[src/rtl/mem_bus_interface.sv]
// Bridge between the internal address/data buses and external memory.
// One read or write access per request, with RDY wait states and a bounded timeout.
module mem_bus_interface #(
    parameter int unsigned MAX_WAIT = 15
) (
    input  logic        CLK,
    input  logic        RST,
    input  logic        REQ,
    input  logic        WE,
    input  logic [7:0]  ADL_BUS,
    input  logic [7:0]  ADH_BUS,
    input  logic [7:0]  DB_DATA,
    output logic        BUSY,
    output logic        ACK,
    output logic        TIMEOUT,
    output logic [7:0]  DL_OUT,
    output logic [15:0] A,
    output logic [7:0]  D_OUT,
    input  logic [7:0]  D_IN,
    output logic        RW,
    output logic        MEM_EN,
    input  logic        RDY
);

    // A zero-width counter is not legal, so MAX_WAIT=0 still gets one bit.
    localparam int unsigned CntW = (MAX_WAIT > 0) ? $clog2(MAX_WAIT + 1) : 1;
    localparam logic [CntW-1:0] MaxCnt = CntW'(MAX_WAIT);

    typedef enum logic [1:0] {
        StIdle,
        StSetup,
        StStrobe
    } state_e;

    state_e          state_q, state_d;
    logic [15:0]     addr_q, addr_d;
    logic            rw_q, rw_d;
    logic [7:0]      dout_q, dout_d;
    logic [7:0]      dl_q, dl_d;
    logic            mem_en_q, mem_en_d;
    logic            ack_q, ack_d;
    logic            timeout_q, timeout_d;
    logic [CntW-1:0] cnt_q, cnt_d;

    always_ff @(posedge CLK) begin
        if (RST) begin
            state_q   <= StIdle;
            addr_q    <= 16'h0000;
            rw_q      <= 1'b1;
            dout_q    <= 8'h00;
            dl_q      <= 8'h00;
            mem_en_q  <= 1'b0;
            ack_q     <= 1'b0;
            timeout_q <= 1'b0;
            cnt_q     <= '0;
        end else begin
            state_q   <= state_d;
            addr_q    <= addr_d;
            rw_q      <= rw_d;
            dout_q    <= dout_d;
            dl_q      <= dl_d;
            mem_en_q  <= mem_en_d;
            ack_q     <= ack_d;
            timeout_q <= timeout_d;
            cnt_q     <= cnt_d;
        end
    end

    always_comb begin
        state_d   = state_q;
        addr_d    = addr_q;
        rw_d      = rw_q;
        dout_d    = dout_q;
        dl_d      = dl_q;
        mem_en_d  = mem_en_q;
        ack_d     = 1'b0;
        timeout_d = 1'b0;
        cnt_d     = cnt_q;

        unique case (state_q)
            StIdle: begin
                if (REQ) begin
                    addr_d  = {ADH_BUS, ADL_BUS};
                    rw_d    = ~WE;
                    if (WE) begin
                        dout_d = DB_DATA;
                    end
                    cnt_d   = '0;
                    state_d = StSetup;
                end
            end
            StSetup: begin
                // Address has been stable for a full cycle before the strobe rises.
                mem_en_d = 1'b1;
                state_d  = StStrobe;
            end
            StStrobe: begin
                if (RDY) begin
                    if (rw_q) begin
                        dl_d = D_IN;
                    end
                    mem_en_d = 1'b0;
                    ack_d    = 1'b1;
                    state_d  = StIdle;
                end else if (cnt_q == MaxCnt) begin
                    mem_en_d  = 1'b0;
                    ack_d     = 1'b1;
                    timeout_d = 1'b1;
                    state_d   = StIdle;
                end else begin
                    cnt_d = cnt_q + CntW'(1);
                end
            end
            default: begin
                state_d = StIdle;
            end
        endcase
    end

    assign BUSY    = (state_q != StIdle);
    assign ACK     = ack_q;
    assign TIMEOUT = timeout_q;
    assign DL_OUT  = dl_q;
    assign A       = addr_q;
    assign D_OUT   = dout_q;
    assign RW      = rw_q;
    assign MEM_EN  = mem_en_q;

endmodule

[config.mk]
export PLATFORM = sky130hd
export DESIGN_NAME = mem_bus_interface
export DESIGN_NICKNAME = d
export VERILOG_FILES = /design/src/rtl/mem_bus_interface.sv
export SDC_FILE = /design/constraint.sdc
export NUM_CORES = 1
export LEC_CHECK = 0
export ABC_AREA = 1
export CAP_MARGIN = 20
export CORE_ASPECT_RATIO = 0.6
export CORE_MARGIN = 1
export CORE_UTILIZATION = 25
export CTS_BUF_LIST = sky130_fd_sc_hd__clkbuf_4 sky130_fd_sc_hd__clkbuf_8 sky130_fd_sc_hd__clkbuf_16
export CTS_CLUSTER_DIAMETER = 150
export DETAILED_ROUTE_END_ITERATION = 16
export HOLD_SLACK_MARGIN = 0.15
export PLACE_DENSITY_LB_ADDON = 0.2
export SLEW_MARGIN = 25
export SYNTH_ARGS = -nofsm -noshare
export SYNTH_HDL_FRONTEND = slang
export SYNTH_SLANG_ARGS = --single-unit
[constraint.sdc]
create_clock -name CLK -period 1.5 [get_ports CLK]
set_input_delay 0.15 -clock CLK [delete_from_list [all_inputs] [get_ports CLK]]
set_output_delay 0.15 -clock CLK [all_outputs]
set_load 0.1 [all_outputs]
==> results_dict.tcl <==
set metrics [dict create \
    grt_setup_unrepaired "no" \
    cts_setup_buffers 0 \
    yosysMostFrequentCell "nor2_1" \
    holdWs_ps 438 \
    outcome "finished, final reports clean" \
    grt-ovfl-total 0 \
    cpMaxStageDelayCell "dfxtp_1" \
    htreeDepth 2 \
    via_count 1507 \
    synth_seq_cells 42 \
    max_slew_margin 0.740 \
    synthesis.nets 238 \
    finalSetupTns_ps 0 \
    fin_crit_ps 1260 \
    cp_max_fo 7 \
    dp.cells 354 \
    ys_async_sr_fraction 0 \
    syn_area_um2 1620 \
    max_stage_delay_ps 430 \
    grt_pass1_vias 1401 \
    drtPass1Iterations 4 \
    antenna_left 0 \
    hold_viol_final 0 \
    gp_congestion 0.783 \
    grt_start_max_net_pins 36 \
    synthFlopType "dfxtp_1" \
    final_cells 362 \
    synth_common_cells "nor2_1 (70), dfxtp_1 (42), o21ai_0 (32), nand2_1 (16), inv_1 (4)" \
    fin_nets 315 \
    critical_path_class "reg -> reg" \
    yosys.area.top_type "dfxtp_1" \
    min_path_type "in -> reg" \
    cts_hold_buf 0 \
    grt_usage 0.139 \
    drive_gt1_frac 0.245 \
    num-fill-cells 608 \
    die_width_um 106 \
    synth_top_area_frac 0.518 \
    synth-seq-area-share 0.518 \
    die_area_um2 6830 \
    vias_per_cell 4.16 \
    cp-end-kind "flip-flop" \
    ys_types 26 \
    power_density_nw_per_um2 1070 \
    cts-resized-gates 0 \
    critPathLaunchType "flip-flop" \
    drv_slew 0 \
    wl_per_cell_um 12.2 \
    drcViolationCount 0 \
    first_iter_violations 55 \
    synth_area_leaders "dfxtp_1 (52%), nor2_1 (16%), o21ai_0 (9.9%)" \
    fmax_mhz 796 \
    cp_top_family "simple AND/OR/NAND/NOR gates" \
    tightest_slew_ps 389 \
    regArea_um2 842 \
    synth_edf_count 0 \
    finalCritPeriodShare 0.837 \
    core-area_um2 6190 \
    multiInputGateArea_um2 694 \
    required_ps 1680 \
    cp.arrival_ps 1440 \
    cp_cell_sequence "ha_1, nand3_2, nand3_4, nand3_1, nand2_1, nor2_1" \
    cap_violations 0 \
    initial_core_util 0.262 \
    skew_ps 8.70 \
    yosysWarnings 0 \
    cts.sink_count 42 \
    dp_hpwl_um 3370 \
    cp_num_buf_inv 0 \
    die_y_um 64.4 \
    port_buffers 73 \
    cts_buffer_depth 2 \
    postSynthAreaPerCell_um2 8.12 \
    worstSkewPairLatency_ps 290 \
    antenna_found_initial 0 \
    cts_buffers 5 \
    synthCells 200 \
    finalWirelength_um 4430 \
    clk_pin_slew_ps 80 \
    grt_pass1_wl_um 7270 \
    rows 22 \
    num_antenna_cells 0 \
    leakagePower_nw 1.17 \
    clockRootBuffer "clkbuf_8" \
    peakVddDrop_uv 459 \
    io_pins 74 \
    cts_tree "done" \
    setup_violations 0 \
    syn_to_final_growth_pct 79.2 \
]
path summary, 6_finish.rpt:
check / start / end / slack (ps) / cells after the start
worst min-delay path: DB_DATA[5] / D_OUT[5]$_SDFFE_PP0P_ / 440 / 3
worst max-delay path: cnt_q[0]$_SDFFE_PP0P_ / cnt_q[3]$_SDFFE_PP0P_ / 240 / 6
worst max register to register: cnt_q[0]$_SDFFE_PP0P_ / cnt_q[3]$_SDFFE_PP0P_ / 240 / 6
worst min register to register: MEM_EN$_SDFFE_PP0P_ / MEM_EN$_SDFFE_PP0P_ / 510 / 2
layout make-up:
type                    count  area share
inverters                  10      0.0146
clock buffers               7      0.0310
flip-flops and latches     42       0.289
clock inverters             1     0.00172
repair buffers             77       0.389
multi-input cells         141       0.239
well taps                  84      0.0361
stage by stage:
| stage | power, mW | worst slack [ps] | cell area [µm²] | util |
|---|---|---|---|---|
| global placement | 2.38 | 115 | 2820 | 0.455 |
| floorplan | 1.93 | 115 | 1630 | - |
| global route | 3.27 | 97.7 | 2910 | 0.470 |
| finish | 3.13 | 244 | 2910 | 0.470 |
| CTS | 3.16 | 229 | 2910 | 0.470 |
| detailed placement | 2.38 | 75.0 | 2820 | 0.455 |
logic make-up after synthesis:
group                      after synthesis  share of synthesized area
and+or+nand+nor                        102                      0.295
DFF                                     42                      0.518
AOI/OAI and AO/OA                       38                      0.123
buffers and inverters                   17                     0.0562
adders and majority gates                1                    0.00770
cells in the final DEF, fill, tap and decap left out:
master	Yosys	layout
nand2_4	1	1
a21oi_2	2	2
nand3_1	3	3
nor3_1	1	1
nand3_4	3	3
buf_12	0	37
nor2_4	2	2
nand2_2	0	1
clkinv_2	2	3
dfxtp_2	0	1
dfxtp_1	42	41
inv_4	1	1
inv_2	3	3
buf_4	1	4
a21boi_0	1	1
nand4_1	1	1
ha_1	1	1
nor4_1	1	1
o21ai_1	1	1
a21oi_1	2	2
clkbuf_4	0	1
clkbuf_8	0	6
clkdlybuf4s50_1	0	36
nand3b_1	1	1
nand2_1	16	15
o21ai_0	32	32
inv_1	4	4
nand3_2	3	3
nor2_1	70	70
flip-flops by register name (all words and copies together) (netlist names):
signal	flops
A	16
DL_OUT	8
D_OUT	8
cnt_q	4
state_q	2
ACK	1
MEM_EN	1
RW	1
TIMEOUT	1
per-layer routing:
| metal | track usage | part of all wire | vias up | wire [µm] |
|---|---|---|---|---|
| met1 | 0.200 | 0.53 | 647 | 2370 |
| li1 | - | - | 800 | - |
| met5 | 0 | 0 | - | 0 |
| met2 | 0.177 | 0.36 | 58 | 1590 |
| met3 | 0.0694 | 0.10 | 2 | 457 |
| met4 | 0.0365 | 0.0043 | 0 | 19 |
report_power, final:
part / internal (mW) / switching [mW] / leakage [nW]
combinational: 0.406 / 0.676 / 0.775
sequential: 1.19 / 0.0792 / 0.345
clock: 0.390 / 0.385 / 0.0517
worst register-to-register path, cell delays in order (launching register included):
cell     delay (ps)
dfxtp_1         430
ha_1            240
nand3_2         130
nand3_4         140
nand3_1          90
nand2_1          60
nor2_1           50
Power figures use the tool's default switching activity.
